--- src/rtl/inst_stream_mem_if.sv ---
// inst_stream_mem_if: loader handshake and instruction fetch bus of inst_stream_mem
//   ld_valid/ld_data/ld_last : loader word offer (master -> slave)
//   ld_ready                 : slave accepts loader word this cycle
//   pcf                      : processor byte fetch address (master -> slave)
//   inst                     : instruction returned to processor (slave -> master)
interface inst_stream_mem_if #(
    parameter int DATA_W = 32,
    parameter int ADDR_W = 32
);
    logic              ld_valid;
    logic [DATA_W-1:0] ld_data;
    logic              ld_last;
    logic              ld_ready;
    logic [ADDR_W-1:0] pcf;
    logic [DATA_W-1:0] inst;
    modport master (output ld_valid, ld_data, ld_last, pcf, input ld_ready, inst);
    modport slave  (input ld_valid, ld_data, ld_last, pcf, output ld_ready, inst);
endinterface

--- src/rtl/inst_stream_mem.sv ---
// inst_stream_mem: instruction store with streaming loader, processor reset control and end detection
//   clk, rst      : clock, synchronous active-high reset
//   load_start_i  : pulse, (re)start loading at word 0
//   bus           : loader handshake and fetch port (slave side)
//   cpu_rst_o     : processor reset, high except while running
//   prog_len_o    : words loaded
//   running_o     : processor released
//   done_o        : program end detected
//   trunc_o       : memory filled without ld_last
module inst_stream_mem #(
    parameter int              DATA_W   = 32,
    parameter int              DEPTH    = 64,
    parameter int              ADDR_W   = 32,
    parameter logic [DATA_W-1:0] NOP_WORD = 32'hE1A00000,
    parameter int              HALT_CYC = 4
) (
    input  logic                       clk,
    input  logic                       rst,
    input  logic                       load_start_i,
    inst_stream_mem_if.slave           bus,
    output logic                       cpu_rst_o,
    output logic [$clog2(DEPTH+1)-1:0] prog_len_o,
    output logic                       running_o,
    output logic                       done_o,
    output logic                       trunc_o
);
    localparam int PL_W   = $clog2(DEPTH+1);
    localparam int MEM_AW = $clog2(DEPTH);
    localparam int IDX_W  = ADDR_W - 2;
    localparam int HW     = $clog2(HALT_CYC+1);

    typedef enum logic [1:0] {IDLE, LOAD, RUN, DONE} state_t;

    state_t            state_q;
    logic [PL_W-1:0]   prog_len_q;
    logic [HW-1:0]     halt_q, halt_d;
    logic              ld_ready_q, cpu_rst_q, running_q, done_q, trunc_q;
    logic [DATA_W-1:0] mem [DEPTH];
    logic [IDX_W-1:0]  idx;
    logic              in_range, xfer, unused_lsb;

    assign xfer       = bus.ld_valid & ld_ready_q;
    assign unused_lsb = ^bus.pcf[1:0];

    always_comb begin
        idx      = bus.pcf[ADDR_W-1:2];
        in_range = idx < IDX_W'(prog_len_q);
        bus.inst = in_range ? mem[idx[MEM_AW-1:0]] : NOP_WORD;
        halt_d   = in_range ? '0 : (halt_q == HW'(HALT_CYC) ? halt_q : halt_q + 1'b1);
    end

    // prog_len_q doubles as the write pointer: both advance together on every accepted word
    always_ff @(posedge clk) begin
        if (!rst && !load_start_i && xfer)
            mem[prog_len_q[MEM_AW-1:0]] <= bus.ld_data;
    end

    always_ff @(posedge clk) begin
        if (rst) begin
            state_q    <= IDLE;
            prog_len_q <= '0;
            halt_q     <= '0;
            ld_ready_q <= 1'b0;
            cpu_rst_q  <= 1'b1;
            running_q  <= 1'b0;
            done_q     <= 1'b0;
            trunc_q    <= 1'b0;
        end else if (load_start_i) begin
            state_q    <= LOAD;
            prog_len_q <= '0;
            halt_q     <= '0;
            ld_ready_q <= 1'b1;
            cpu_rst_q  <= 1'b1;
            running_q  <= 1'b0;
            done_q     <= 1'b0;
            trunc_q    <= 1'b0;
        end else begin
            case (state_q)
                LOAD: if (xfer) begin
                    prog_len_q <= prog_len_q + 1'b1;
                    if (bus.ld_last || prog_len_q == PL_W'(DEPTH-1)) begin
                        state_q    <= RUN;
                        ld_ready_q <= 1'b0;
                        cpu_rst_q  <= 1'b0;
                        running_q  <= 1'b1;
                        trunc_q    <= !bus.ld_last;
                    end
                end
                RUN: begin
                    halt_q <= halt_d;
                    if (halt_d == HW'(HALT_CYC)) begin
                        state_q   <= DONE;
                        cpu_rst_q <= 1'b1;
                        running_q <= 1'b0;
                        done_q    <= 1'b1;
                    end
                end
                default: ;
            endcase
        end
    end

    assign bus.ld_ready = ld_ready_q;
    assign cpu_rst_o    = cpu_rst_q;
    assign prog_len_o   = prog_len_q;
    assign running_o    = running_q;
    assign done_o       = done_q;
    assign trunc_o      = trunc_q;
endmodule

--- src/flat_wrapper.sv ---
// flat-port wrapper written by rule: the top's interface ports become plain ports
module inst_stream_mem_flat 
#(
    parameter int              DATA_W   = 32,
    parameter int              DEPTH    = 64,
    parameter int              ADDR_W   = 32,
    parameter logic [DATA_W-1:0] NOP_WORD = 32'hE1A00000,
    parameter int              HALT_CYC = 4
)
  (clk, rst, load_start_i, cpu_rst_o, prog_len_o, running_o, done_o, trunc_o, bus_ld_valid, bus_ld_data, bus_ld_last, bus_pcf, bus_ld_ready, bus_inst);
  inst_stream_mem_if #(.DATA_W(DATA_W), .ADDR_W(ADDR_W)) bus_i ();
  input  logic clk;
  input  logic rst;
  input  logic load_start_i;
  output logic cpu_rst_o;
  output logic [$clog2(DEPTH+1)-1:0] prog_len_o;
  output logic running_o;
  output logic done_o;
  output logic trunc_o;
  input wire logic [$bits(bus_i.ld_valid)-1:0] bus_ld_valid;
  input wire logic [$bits(bus_i.ld_data)-1:0] bus_ld_data;
  input wire logic [$bits(bus_i.ld_last)-1:0] bus_ld_last;
  input wire logic [$bits(bus_i.pcf)-1:0] bus_pcf;
  output wire logic [$bits(bus_i.ld_ready)-1:0] bus_ld_ready;
  output wire logic [$bits(bus_i.inst)-1:0] bus_inst;
  assign bus_i.ld_valid = bus_ld_valid;
  assign bus_i.ld_data = bus_ld_data;
  assign bus_i.ld_last = bus_ld_last;
  assign bus_i.pcf = bus_pcf;
  assign bus_ld_ready = bus_i.ld_ready;
  assign bus_inst = bus_i.inst;
  inst_stream_mem #(.DATA_W(DATA_W), .DEPTH(DEPTH), .ADDR_W(ADDR_W), .NOP_WORD(NOP_WORD), .HALT_CYC(HALT_CYC)) u_core (.clk(clk), .rst(rst), .load_start_i(load_start_i), .bus(bus_i), .cpu_rst_o(cpu_rst_o), .prog_len_o(prog_len_o), .running_o(running_o), .done_o(done_o), .trunc_o(trunc_o));
endmodule
--- config.mk ---
export PLATFORM = sky130hd
export DESIGN_NAME = inst_stream_mem_flat
export DESIGN_NICKNAME = d
export VERILOG_FILES = /design/src/rtl/inst_stream_mem_if.sv /design/src/rtl/inst_stream_mem.sv /design/src/flat_wrapper.sv
export SDC_FILE = /design/constraint.sdc
export NUM_CORES = 2
export LEC_CHECK = 0
export ABC_AREA = 1
export CORE_ASPECT_RATIO = 1.2
export CORE_MARGIN = 5
export CORE_UTILIZATION = 55
export DETAILED_ROUTE_END_ITERATION = 10
export DONT_BUFFER_PORTS = 1
export PLACE_DENSITY_LB_ADDON = 0.3
export SLEW_MARGIN = 0
export SYNTH_ARGS = -nofsm -noshare
export SYNTH_HDL_FRONTEND = slang
export SYNTH_SLANG_ARGS = --single-unit
--- constraint.sdc ---
create_clock -name clk -period 11.3 [get_ports clk]
set_clock_uncertainty 0.2 [all_clocks]
set_input_delay 3.39 -clock clk [delete_from_list [all_inputs] [get_ports clk]]
set_output_delay 3.39 -clock clk [all_outputs]
set_load 0.01 [all_outputs]
# --- Yosys cells after proc, flatten, opt, wreduce, memory -nomap -nowiden ---
# Memories as Yosys holds them, arrays and structs flattened.
# Cells that the tools add are included.
word_totals:
  output_inout_bits: 44
  elab_cells: 63
  ram_bits: 2048
  reg_bits: 17
  n_memories: 1
classes:
  n_eq_ne: 11
  magnitude_cmp: 1
  bitwise_logic: 1
  mux: 20
  addsub: 2
  reduce_logical: 18
memory_table:
  columns: ["memory", "words", "word_bits", "rd", "rd_ports_with_merged_regs", "write_ports", "line_no", "source"]
  rows:
  - ["u_core.mem", 64, 32, 1, 0, 1, "inst_stream_mem.sv:38", "logic [DATA_W-1:0] mem [DEPTH];"]
ops:
  columns: ["op", "count"]
  rows:
  - ["two-way mux 32 bit", 1]
  - ["< comparator 30 x 7 -> 1 bit", 1]
  - ["two-way mux 1 bit", 11]
  - ["!= test 3 x 2 -> 1 bit (second input constant)", 3]
  - ["AND reduction 4 bit", 2]
  - ["nonzero test 2 bit", 4]
  - ["adder 7 x 1 -> 7 bit (second input constant)", 1]
  - ["== test 7 x 6 -> 1 bit (second input constant)", 1]
  - ["== test 3 bit (second input constant)", 2]
  - ["two-way mux 2 bit", 3]
  - ["two-way mux 3 bit", 2]
  - ["!= test 2 x 1 -> 1 bit (second input constant)", 3]
  - ["AND reduction 3 bit", 2]
  - ["case mux 1 bit (2 select lines)", 2]
  - ["case mux 2 bit (2 select lines)", 1]
  - ["AND reduction 2 bit", 2]
  - ["adder 3 x 1 -> 3 bit (second input constant)", 1]
  - ["logical NOT 1 bit", 3]
  - ["nonzero test 3 bit", 1]
  - ["== test 2 x 1 -> 1 bit (second input constant)", 1]
  - ["== test 2 bit (second input constant)", 1]
  - ["logical AND 1 bit", 2]
  - ["OR reduction 2 bit", 1]
  - ["AND 1 bit", 1]
  - ["logical OR 1 bit", 1]

# --- Logic depth before layout (Yosys ltp) ---
depth:
  word_depth: 7
  mapped_depth: 14
  ltp_nobuf: 13

# --- Least setup slack after synthesis ---
# Ideal clock, no wire load.
synth_path:
  path_kind: "input to output"
  startpoint: "input bus_pcf[7]"
  endpoint: "output bus_inst[10]"
  arrival_time_ps: 4739
  path_buffers: 1
  setup_slack_ps: 2971
  required_time_ps: 7710
  path_stages: 11
  cell_sequence: "ha_1 nand2_1 inv_1 a21oi_1 nand2_1 nand2_1 nand2_1 inv_1 clkbuf_1 nand2_1 nor2_1"
synth_between:
  elab_chain_cells: 2
  word_cells_on_any_way: 3
  classes_between: "order compare (1); mux (1); memory (1)"
synth_rtl:
  columns: ["item", "line_no", "source"]
  rows:
  - ["from (decl)", "flat_wrapper.sv:23", "input wire logic [$bits(bus_i.pcf)-1:0] bus_pcf;"]
  - ["< comparator 30 x 7 -> 1 bit or memory read (64 x 32 bit) (tied branches)", null, null]
  - ["two-way mux 32 bit *", "inst_stream_mem.sv:48", "bus.inst = in_range ? mem[idx[MEM_AW-1:0]] : NOP_WORD;"]
  - ["to (decl)", "flat_wrapper.sv:25", "output wire logic [$bits(bus_i.inst)-1:0] bus_inst;"]
# Every way passes the cells marked *; elsewhere a longest branch is shown, timed or not.

# --- Final worst setup path ---
layout_path:
  startpoint: "input bus_pcf[2]"
  endpoint: "output bus_inst[16]"
# Same word-level chain as after synthesis.

==> flow_summary_export.csv <==
group,metric,value,unit
sta,drv_slew,968,
floorplan,core_area,150000,um^2
sta,tightest_slew,3.83,ns
hold_path,min_from,"u_core.cpu_rst_o$_SDFFE_PP1P_",
setup_path,reg2regPathDepth,5,
clocking,cts_tree,"yes",
synthesis,synth_top_area_cell,"edfxtp_1",
setup_path,slowest_stage,"inv_16",
routing,drc,0,
layout,design_area,91000,um^2
synthesis,syn_nets,6935,
floorplan,die_y,436,um
setup_path,r2r_end,"u_core.mem[52][30]$_DFFE_PP_",
clocking,numCtsBuffers,186,
setup_path,worstSetupPathType,"in2out",
synthesis,synth_top_area_share,0.740,
sta,finalHoldViolations,0,
synthesis,synth_seq_area_share,0.744,
clocking,postCtsSetupRepairBufs,0,
pwr,power_density,167,nW/um^2
layout,drive_gt1_frac,0.0674,
floorplan,die_area,159000,um^2
place,portBuffers,0,
floorplan,die_w,365,um
sta,clock.fmax,0.0790,GHz
clocking,cts-root-buf,"clkbuf_16",
place,dpl_cell_area,85100,um^2
layout,multiInputGateArea,19200,um^2
layout,final.fill_count,11200,
setup_path,critPathMaxFanout,1042,
setup_path,crit_buf_inv,3,
hold_path,hold_depth,2,
sta,fin_crit,12.66,ns
run_status,status,"finished, violations left",
routing,vias,54600,
grt,globalRouteOverflowTotal,0,
setup_path,critPathMostFrequentCell,"nand2_1",
setup_path,cp_slowest_stage_delay,1.47,ns
setup_path,worstPathRequired,7.71,ns
synthesis,syn_avg_cell_area,12.1,um^2
hold_path,min_to,"u_core.cpu_rst_o$_SDFFE_PP1P_",
clocking,path_clk_slew,0.06,ns
routing,ant_nets,0,
sta,tns,-30.80,ns
grt,grtUsageTotal,0.277,
floorplan,io_pins,113,
routing,routedWlPerCell,25.3,um
synthesis,ys_seq_elements,2065,
synthesis,synth_common_cells,"edfxtp_1, nand2_1, nand3_1",
sta,worst_slack,-1.36,ns
sta,rsz0062_at_grt,"false",
sta,whs,0.303,ns
clocking,postCtsHoldBufs,0,
setup_path,setup.worst_path.start_class,"primary input",
floorplan,start_util,0.552,
synthesis,synthDistinctLibCells,32,
place,dpl.hpwl,106000,um
setup_path,r2r_slack,7.39,ns
synthesis,netlist_instances,6857,
clocking,htreeDepth,4,
setup_path,r2r_start,"u_core.bus.ld_ready$_SDFFE_PP0P_",
routing,vias_per_cell,6.16,
clocking,cts_max_path_buffers,3,
setup_path,arrival,9.07,ns
setup_path,crit_path_end_kind,"output port",
sta,slew_headroom,-1.55,
synthesis,synth.area.top_cells,"edfxtp_1, nand3_1, nand2_1",
synthesis,async_reset_ff_frac,0,
sta,fin_crit_sh,1.12,
clocking,cts.sinks,2065,
synthesis,ys.flop_type,"edfxtp_1",
hold_path,hp-class,"reg2reg",
layout,regArea,61800,um^2
layout,area_delta_synth_final,9.49,%
pwr,ir_drop,147,uV
grt,antenna_found_initial,2,
setup_path,crit_path_cell_trace,"inv_16, nand2_1, nand2_1, nand2_1, nand2_1, nand2_1, nand2_1, nand2_1, inv_2, nand2_1, nor2_1, buf_4",
synthesis,synth_area,83100,um^2
grt,grt_max_degree,1043,
routing,wirelength,224000,um
routing,dr.pass1.iters,8,
floorplan,placement_rows,156,
clocking,clkLatencyLatePin,0.82,ns
grt,grt_pass1_vias,52700,
sta,finalSetupViolations,32,
place,place_ws,1.09,ns
synthesis,yosys_warnings,0,
run,drv_cap,0,
pwr,leakage,31.4,nW
grt,grt_pass1_wl,328000,um
setup_path,path_delay_family,"buffers and inverters",
layout,final_nets,6806,
run_status,violations,"max-slew violations, negative setup slack",
routing,drt_iter0_drc,7427,
clocking,cts_resized,0,
place,gp_congestion,0.803,
synthesis,yosysMostFrequentCell,"edfxtp_1",
layout,antenna_cells,0,
synthesis,synth_edf_count,2048,
## placed cells by master, fill, tap and decap left out, types with 11 or more instances in the layout
cell / instances
a21oi_1: 48
and3_1: 21
buf_12: 16
buf_4: 114
bufinv_16: 17
clkbuf_1: 36
clkbuf_16: 192
clkinv_1: 46
clkinv_2: 35
dfxtp_1: 17
edfxtp_1: 2048
inv_1: 80
nand2_1: 1969
nand3_1: 1798
nor2_1: 175
nor2_4: 64
o211ai_1: 11
o21ai_0: 112
o22ai_1: 15
## worst register-to-register path, stage by stage (launching register included)
cell and delay [ns]:
dfxtp_1 0.41, nand2_1 0.15, nor2_1 0.59, nand3_1 0.77
nor2_4 0.87, buf_4 0.54
## where the power goes
part | switching [W] | internal (W)
clock network | 0.00275 | 0.00349
registers | 0.00000160 | 0.00841
logic | 0.000360 | 0.000207
total | 0.00311 | 0.0121
## worst max path at each step
stage	startpoint	endpoint	slack, ns	depth (start not counted)
floorplan	bus_pcf[7]	bus_inst[10]	2.97	11
global placement	bus_pcf[2]	bus_inst[16]	0.97	12
detailed placement	bus_pcf[2]	bus_inst[16]	1.09	12
CTS	bus_pcf[2]	bus_inst[16]	1.14	12
global route	bus_pcf[2]	bus_inst[16]	0.93	12
finish	bus_pcf[2]	bus_inst[16]	-1.36	12
## area by class of cell
cell class,count,share of cell area
multi-input combinational,4257,0.211
tap,1975,0.0272
clock buffer,229,0.0544
clock inverter,111,0.0108
sequential,2065,0.680
timing repair buffer,130,0.0129
inverter,88,0.00404
## logic make-up after synthesis
kind of cell             synth area share
adder cells (fa/ha/maj)           0.00135
XOR/XNOR                         0.000105
AO/OA/AOI/OAI                      0.0133
AND/OR/NAND/NOR                     0.211
buffers and inverters              0.0305
flip-flops                          0.744
## flip-flops by register name, summed over array words and instances, names as in the netlist
signal,flops
u_core.bus.ld_ready,1
u_core.done_o,1
u_core.running_o,1
u_core.state_q,2
u_core.halt_q,3
u_core.prog_len_o,7
u_core.mem,2048
u_core.trunc_o,1
u_core.cpu_rst_o,1
## layer usage
layer  GRT usage  routed length (um)  vias up
met5           0                   0        -
met1       0.369               82900    26700
li1            -                   -    24200
met2       0.447              106000     3114
met4       0.122               10000        0
met3      0.0564               24700      544
## through the flow
stage / util / total power, W / cells
final: 0.605 / 0.0152 / 8855
after floorplan: - / 0.00907 / 6857
after detailed placement: 0.565 / 0.00912 / 8515
after global placement: 0.565 / 0.00911 / 8515
after CTS: 0.605 / 0.0152 / 8855
after global routing: 0.605 / 0.0156 / 8855
Power figures use the tool's default switching activity.
